$ cat src/rtl/instruction_encoder.sv
// instruction_encoder: re-encodes decoded RV64I fields plus a signed 64-bit
// immediate into a 32-bit instruction word. One registered output stage with
// valid/ready on both sides; each emitted word carries a sequential word
// address. Out-of-range immediates or illegal formats emit a NOP with error=1.
module instruction_encoder #(
  parameter int ADDR_W    = 10,
  parameter int BASE_ADDR = 0
) (
  input  logic              clk,
  input  logic              reset,
  input  logic              in_valid,
  output logic              in_ready,
  input  logic [2:0]        fmt,
  input  logic [6:0]        opcode,
  input  logic [4:0]        rd,
  input  logic [4:0]        rs1,
  input  logic [4:0]        rs2,
  input  logic [2:0]        funct3,
  input  logic [6:0]        funct7,
  input  logic [63:0]       immediate,
  output logic              out_valid,
  input  logic              out_ready,
  output logic [31:0]       instruction,
  output logic [ADDR_W-1:0] addr,
  output logic              error,
  output logic [7:0]        err_count
);

  typedef enum logic {EMPTY, FULL} state_t;

  localparam logic [2:0]        FMT_R = 3'd0;
  localparam logic [2:0]        FMT_I = 3'd1;
  localparam logic [2:0]        FMT_S = 3'd2;
  localparam logic [2:0]        FMT_B = 3'd3;
  localparam logic [2:0]        FMT_U = 3'd4;
  localparam logic [2:0]        FMT_J = 3'd5;
  localparam logic [31:0]       NOP   = 32'h0000_0013;
  localparam logic [ADDR_W-1:0] BASE  = ADDR_W'(BASE_ADDR);

  state_t             state_q, state_d;
  logic               accept;
  logic [ADDR_W-1:0]  next_addr;
  logic [31:0]        enc_word;
  logic               enc_err;
  logic signed [63:0] imm;

  assign imm       = immediate;
  assign in_ready  = (state_q == EMPTY) || out_ready;
  assign accept    = in_valid && in_ready;
  assign out_valid = (state_q == FULL);

  // Encode the current input fields and flag range/format errors.
  // NOTE: every variable written in always_comb gets a default first, so no path can infer a latch.
  always_comb begin
    enc_word = NOP;
    enc_err  = 1'b0;
    case (fmt)
      FMT_R: enc_word = {funct7, rs2, rs1, funct3, rd, opcode};
      FMT_I: begin
        enc_err  = (imm < -64'sd2048) || (imm > 64'sd2047);
        enc_word = {immediate[11:0], rs1, funct3, rd, opcode};
      end
      FMT_S: begin
        enc_err  = (imm < -64'sd2048) || (imm > 64'sd2047);
        enc_word = {immediate[11:5], rs2, rs1, funct3, immediate[4:0], opcode};
      end
      FMT_B: begin
        enc_err  = (imm < -64'sd4096) || (imm > 64'sd4094) || immediate[0];
        enc_word = {immediate[12], immediate[10:5], rs2, rs1, funct3,
                    immediate[4:1], immediate[11], opcode};
      end
      FMT_U: begin
        enc_err  = (immediate[11:0] != 12'd0) ||
                   (imm < -64'sd2147483648) || (imm > 64'sd2147479552);
        enc_word = {immediate[31:12], rd, opcode};
      end
      FMT_J: begin
        enc_err  = (imm < -64'sd1048576) || (imm > 64'sd1048574) || immediate[0];
        enc_word = {immediate[20], immediate[10:1], immediate[11],
                    immediate[19:12], rd, opcode};
      end
      default: enc_err = 1'b1;
    endcase
    if (enc_err) enc_word = NOP;
  end

  // Next-state logic for the single output slot.
  always_comb begin
    state_d = state_q;
    case (state_q)
      EMPTY: if (accept) state_d = FULL;
      FULL:  if (out_ready && !accept) state_d = EMPTY;
      default: state_d = EMPTY;
    endcase
  end

  // State register with synchronous active-low reset.
  // NOTE: sequential state uses non-blocking assignments so every flop samples pre-edge values.
  always_ff @(posedge clk) begin
    if (!reset) state_q <= EMPTY;
    else        state_q <= state_d;
  end

  // Output word, address counter and error counter; only accepted words update them.
  // NOTE: every datapath flop here is reset, so a word held at reset is dropped rather than re-emitted.
  always_ff @(posedge clk) begin
    if (!reset) begin
      instruction <= 32'd0;
      addr        <= BASE;
      error       <= 1'b0;
      err_count   <= 8'd0;
      next_addr   <= BASE;
    end else if (accept) begin
      instruction <= enc_word;
      addr        <= next_addr;
      next_addr   <= next_addr + ADDR_W'(1);
      error       <= enc_err;
      if (enc_err && (err_count != 8'hFF)) err_count <= err_count + 8'd1;
    end
  end

endmodule
$ cat config.mk
export PLATFORM = sky130hd
export DESIGN_NAME = instruction_encoder
export DESIGN_NICKNAME = d
export VERILOG_FILES = /design/src/rtl/instruction_encoder.sv
export SDC_FILE = /design/constraint.sdc
export NUM_CORES = 1
export LEC_CHECK = 0
export ABC_AREA = 0
export BUFFER_PORTS_ARGS = -buffer_cell sky130_fd_sc_hd__buf_2
export CAP_MARGIN = 20
export CELL_PAD_IN_SITES_DETAIL_PLACEMENT = 1
export CELL_PAD_IN_SITES_GLOBAL_PLACEMENT = 1
export CORE_MARGIN = 1
export CORE_UTILIZATION = 34
export CTS_BUF_LIST = sky130_fd_sc_hd__clkbuf_4
export CTS_CLUSTER_SIZE = 40
export DETAILED_ROUTE_END_ITERATION = 7
export PLACE_DENSITY_LB_ADDON = 0.1
export SLEW_MARGIN = 40
export SYNTH_ARGS = -nofsm -noshare
export SYNTH_HDL_FRONTEND = slang
export SYNTH_SLANG_ARGS = --single-unit
export TNS_END_PERCENT = 1
$ cat constraint.sdc
create_clock -name clk -period 2.9 [get_ports clk]
set_clock_uncertainty 0.2 [all_clocks]
set_input_delay 0.87 -clock clk [delete_from_list [all_inputs] [get_ports clk]]
set_output_delay 0.87 -clock clk [all_outputs]
set_load 0.01 [all_outputs]
==> results of run 1 <==
Yosys cell counts, drive strengths merged, types with 3 or more instances:
master  instances
a21boi         14
a21oi           8
a22o            5
a22oi          17
a32o           29
and2           10
and3            3
and4            4
buf             5
clkbuf         20
dfxtp          62
inv             8
mux2           10
mux2i          10
nand2          46
nand2b          8
nand3          10
nand4          20
nor2            9
nor3            7
nor4           16
o21ai          18
o22ai           6
or3             3
xnor2           7
worst register-to-register path, stage by stage, from the launching register on:
cell	delay (ns)
dfxtp_1	0.36
and3_1	0.23
nand3_1	0.09
inv_1	0.05
a31oi_1	0.43
and4_1	0.28
o21ai_0	0.16
mux2i_1	0.17
power breakdown:
part | switching [W] | internal (W)
combinational | 0.000194 | 0.000167
sequential | 0.0000197 | 0.000879
clock | 0.000314 | 0.000175
metal layers:
layer / global-route usage / vias to the layer above / routed length [um]
met5: 0 / - / 0
met4: 0.0792 / 0 / 194
met3: 0.0571 / 19 / 716
met2: 0.419 / 109 / 5710
met1: 0.273 / 1731 / 4720
li1: - / 1771 / -
cell type report:
class | count | share of cell area
multi-input combinational | 276 | 0.427
sequential | 62 | 0.279
timing repair buffer | 184 | 0.226
tap | 129 | 0.0363
clock buffer | 10 | 0.0169
inverter | 9 | 0.00760
clock inverter | 6 | 0.00648
antenna | 1 | 0.000563
metrics by stage:
| step | instances | cell area, um^2 | setup WS (ns) | TNS [ns] | utilization |
|---|---|---|---|---|---|
| after floorplan | 372 | 3290 | 0.107 | 0 | - |
| after detailed placement | 660 | 4340 | -0.285 | -9.83 | 0.467 |
| after global placement | 660 | 4340 | -0.180 | -6.22 | 0.467 |
| final | 677 | 4440 | 0.146 | 0 | 0.479 |
| after global routing | 677 | 4440 | 0.00719 | 0 | 0.479 |
| after CTS | 676 | 4440 | 0.137 | 0 | 0.478 |
registers in the layout, summed over array words and instances, names as in the netlist:
register,count
out_valid,1
addr,10
err_count,8
instruction,32
next_addr,10
error,1
logic make-up after synthesis:
| group | Yosys count | synth area share |
|---|---|---|
| adder cells (fa/ha/maj) | 2 | 0.00761 |
| AND/OR/NAND/NOR | 139 | 0.229 |
| XOR/XNOR | 8 | 0.0213 |
| flip-flops | 62 | 0.377 |
| AO/OA/AOI/OAI | 107 | 0.253 |
| buffers and inverters | 34 | 0.0460 |
| multiplexers | 20 | 0.0647 |
worst paths after layout:
kind / startpoint / to / slack [ns] / cells after the start
setup / recovery: immediate[47] / instruction[6] / 0.15 / 9
hold / removal: addr[1] / addr[1] / 0.27 / 2
setup reg to reg: err_count[4] / err_count[6] / 0.82 / 7
hold reg to reg: addr[1] / addr[1] / 0.27 / 2
==> results.md, run 1 <==
- Status: finished, final reports clean
- Clock tree buffer depth: 2
- Synthesized Nets: 477
- First-pass GRT wire length: 18.7 mm
- CTS Buf Count: 9
- Count of state elements after synthesis: 62
- Max Cap Viol: 0
- Yosys top cell area share: 0.377
- Family with the most delay on the worst path: simple AND/OR/NAND/NOR gates
- Drt drc: 0
- Via count: 3630
- CTS Root Cell: clkbuf_4
- Hold Crit Class: reg2reg
- WP data required: 3.04 ns
- VDD IR-drop max: 0.214 mV
- Post-DP HPWL: 8.83 mm
- Synth warnings: 0
- Die Wd: 100 um
- Static leakage: 1.98 nW
- Synth Area per Inst: 8.84 um^2
- Setup Viol. Count Final: 0
- Post-synth EDFFs: 0
- Crit path time final: 2.75 ns
- Post-CTS Hold Fix Bufs: 0
- Syn Inst Count: 372
- Post-synth cell types: 45
- Storage cell area: 1240 um^2
- Initial core utilization: 0.354
- CTS HTree Levels: 3
- Primary FF master, synth: dfxtp_1
- CP cell instances: buf_2 -> nor4_1 -> and4_1 -> nand4_1 -> nor3_1 -> o32ai_2 -> nor3_4 -> buf_12 -> a32o_2
- Final Hold Viols: 0
- Number of global-route vias before repair: 3820
- CTS tree: done
- Clock transition at the registers of the reported paths: 0.11 ns
- Multi-input logic area: 1900 um^2
- DR WL/cell: 16.8 um
- Antenna Nets Post-Route: 0
- Largest net degree at the start of global routing: 37
- RSZ-0062 raised after global routing: false
- Grt total ovfl: 0
- Crit-path max cell delay: 0.33 ns
- Synth area leader: dfxtp_1
- Critical path launch point type: input pin
- Slew margin rel.: 0.649
- Slew Limit Fails: 0
- Critical path arrival: 2.90 ns
- Register area share after synthesis: 0.377
- Via density: 5.36
- Core Area: 9280 um^2
- Slowest CP cell: nor3_1
- Row count: 35
- Post-CTS sizing: 0
- Pre-Repair DR Iteration Count: 4
- Crit Path Max Fanout: 33
- GP Congestion: 0.941
- CP Capture Type: flop
- Layout area overhead: 35.2%
- Most frequent cells in the layout: buf_2, dfxtp_1, nand2_1
- Setup bufs post-CTS: 0
- # IOs: 156
- Ys async rst share: 0
- Mapped Area: 3290 um^2
- Pwr dens: 393 nW/um^2
- Fin crit share: 0.950
- Final net count: 647
- Worst Max-Slew Pin Slew: 0.525 ns
- Total die area: 10100 um^2
- Pwr Total: 0.00175 W
- Final wirelength: 11.3 mm
- GR Util All Layers: 0.235
- Crit path kind: in2reg
- Worst-skew pair later-pin latency: 0.40 ns
- Initial DRC Count: 163
- Layout fillers: 1172
- Fmax: 0.363 GHz
- Clk sinks: 62
- Commonest non-fill, non-tap cell in the layout: buf_2
- Buf/Inv on CP: 2
- IO buf count: 155
- Synth top area cells: dfxtp_1, a32o_1, nand2_1, a22oi_1, nand4_1
- Die H: 100 um
- Initial antenna violation count: 1
- Worst hold margin: 0.269 ns
- Layout cells sized above 1: 0.393
No activity file was read; power rests on OpenSTA's default activity.
==> run 2: changes to the inputs <==
--- a/config.mk
+++ b/config.mk
@@ -16,6 +16,7 @@
 export CTS_CLUSTER_SIZE = 40
 export DETAILED_ROUTE_END_ITERATION = 7
 export PLACE_DENSITY_LB_ADDON = 0.1
+export RECOVER_POWER = 50
 export SLEW_MARGIN = 40
 export SYNTH_ARGS = -nofsm -noshare
 export SYNTH_HDL_FRONTEND = slang
==> run 2 against run 1 <==
  * Setup slack lost 0.00054 ns
  * Hold slack gained 0.0042 ns
  * Highest routed layer unchanged
  * First-iteration DRC count grew 8.0%
  * Global-route usage is the same
  * Design area shrank 1.2%
  * Critical path type unchanged
==> results.md, run 2 (synthesis results as in run 1) <==
- Status: finished, final reports clean
- Post-DP HPWL: 8.83 mm (unchanged)
- Initial core utilization: 0.354 (unchanged)
- Die Wd: 100 um (unchanged)
- Fin area: 4390 um^2 (-1.2%)
- Pre-Repair DR Iteration Count: 4 (unchanged)
- Row count: 35 (unchanged)
- Worst hold margin: 0.273 ns (+0.00415 ns)
- Register with the most flip-flops: instruction
- Setup Viol. Count Final: 0 (unchanged)
- Clock tree buffer depth: 2 (unchanged)
- Pwr dens: 397 nW/um^2 (+0.96%)
- Combinational power share: 0.204 (-0.002)
- GR Util All Layers: 0.235 (unchanged)
- Internal power: 0.00121 W (-0.50%)
- Worst-skew pair later-pin latency: 0.40 ns (about the same)
- Clock transition at the registers of the reported paths: 0.11 ns (about the same)
- DR WL/cell: 16.8 um (+0.34%)
- Layout area overhead: 33.5%
- Largest net degree at the start of global routing: 37 (unchanged)
- Die H: 100 um (unchanged)
- Multi-input logic area: 1900 um^2 (unchanged)
- Max Cap Viol: 0 (unchanged)
- Post-CTS sizing: 0 (unchanged)
- Drt drc: 0 (unchanged)
- Worst Max-Slew Pin Slew: 1.33 ns (+0.801 ns)
- Number of global-route vias before repair: 3820 (unchanged)
- Setup TNS: 0 ns (unchanged)
- CTS HTree Levels: 3 (unchanged)
- Family with the most delay on the worst path: simple AND/OR/NAND/NOR gates
- VDD IR-drop max: 0.216 mV (+0.99%)
- Hold Crit Class: reg2reg
- Clk sinks: 62 (unchanged)
- Initial DRC Count: 176 (+8.0%)
- Post-Layout Cell Count: 677 (unchanged)
- Dpl cells: 660 (unchanged)
- Total die area: 10100 um^2 (unchanged)
- Crit-path max cell delay: 0.33 ns (about the same)
- Core Area: 9280 um^2 (unchanged)
- Clock power frac: 0.280 (about the same)
- CP Capture Type: flop
- Setup bufs post-CTS: 0 (unchanged)
- Largest register FFs: 32 (unchanged)
- GP Congestion: 0.941 (unchanged)
- DP Area: 4340 um^2 (unchanged)
- Buf/Inv on CP: 2 (unchanged)
- Final wirelength: 11.4 mm (+0.34%)
- Slew margin rel.: 0.116 (-0.532)
- Critical path arrival: 2.89 ns (about the same)
- Most frequent cells in the layout: buf_2, dfxtp_1, nand2_1
- Crit path time final: 2.75 ns (+0.000541 ns)
- Post-CTS Hold Fix Bufs: 0 (unchanged)
- Net Sw Power: 0.000529 W (+0.21%)
- Antenna Nets Post-Route: 0 (unchanged)
- Critical path launch point type: input pin
- CTS Buf Count: 9 (unchanged)
- Crit Path Max Fanout: 33 (unchanged)
- First-pass GRT wire length: 18.7 mm (unchanged)
- Fmax: 0.363 GHz (about the same)
- Slowest CP cell: nor3_1
- Pwr Total: 0.00174 W (-0.29%)
- RSZ-0062 raised after global routing: false
- CP cell instances: buf_2 -> nor4_1 -> and4_1 -> nand4_1 -> nor3_1 -> o32ai_2 -> nor3_4 -> buf_12 -> a32o_2
- Static leakage: 1.81 nW (-8.9%)
- Layout cells sized above 1: 0.316 (-0.0768)
- # IOs: 156 (unchanged)
- Reg power frac: 0.516 (+0.002)
- Commonest non-fill, non-tap cell in the layout: buf_2
- Initial antenna violation count: 1 (unchanged)
- WP data required: 3.04 ns (about the same)
- Via count: 3634 (+0.11%)
- Grt total ovfl: 0 (unchanged)
- CTS tree: done
- Slew Limit Fails: 0 (unchanged)
- Via density: 5.37 (+0.11%)
- Top Registers: instruction: 32 flops, addr: 10 flops, next_addr: 10 flops
- Fin crit share: 0.950 (about the same)
- Storage cell area: 1240 um^2 (unchanged)
- Crit path kind: in2reg
- Final Hold Viols: 0 (unchanged)
- Layout fillers: 1198 (+2.2%)
- IO buf count: 155 (unchanged)
- Final net count: 647 (unchanged)
- Sw Ratio: 0.303 (+0.00151)
- CTS Root Cell: clkbuf_4
run 2: cell types whose count changed in the layout (fill, tap and decap cells not counted):
cell | before | now
and2_1 | 10 | 8
clkbuf_1 | 0 | 42
and2_0 | 0 | 2
buf_2 | 155 | 114
buf_4 | 28 | 27
run 2: per-stage QoR:
stage,setup WS (ns),utilization
after detailed placement,-0.285,0.467
final,0.145,0.473
after CTS,0.137,0.478
after global routing,0.00719,0.473
after global placement,-0.180,0.467
after floorplan,0.107,-
run 2: layout make-up:
type	count	share of cell area
multi-input combinational	276	0.432
sequential	62	0.283
timing repair buffer	184	0.217
tap	129	0.0368
clock buffer	10	0.0171
inverter	9	0.00770
clock inverter	6	0.00656
antenna	1	0.000570
run 2: layer usage:
| layer | vias to the layer above | global-route usage | wire length, um |
|---|---|---|---|
| met5 | - | 0 | 0 |
| met4 | 0 | 0.0792 | 199 |
| met3 | 18 | 0.0571 | 684 |
| met2 | 116 | 0.419 | 5690 |
| met1 | 1730 | 0.273 | 4810 |
| li1 | 1770 | - | - |
run 2: power groups by stage:
stage               registers, W  clock network (W)  logic, W
floorplan               0.000927                  0  0.000166
global placement        0.000917                  0  0.000352
detailed placement      0.000918                  0  0.000362
CTS                     0.000899           0.000511  0.000364
global route            0.000904           0.000557  0.000391
finish                  0.000899           0.000489  0.000356
run 2: worst paths after layout:
path | from | cells after the start | end | slack (ns)
max | immediate[47] | 9 | instruction[6] | 0.15
min | instruction[8] | 1 | instruction[8] | 0.27
max reg2reg | err_count[4] | 7 | err_count[6] | 0.82
min reg2reg | instruction[8] | 1 | instruction[8] | 0.27
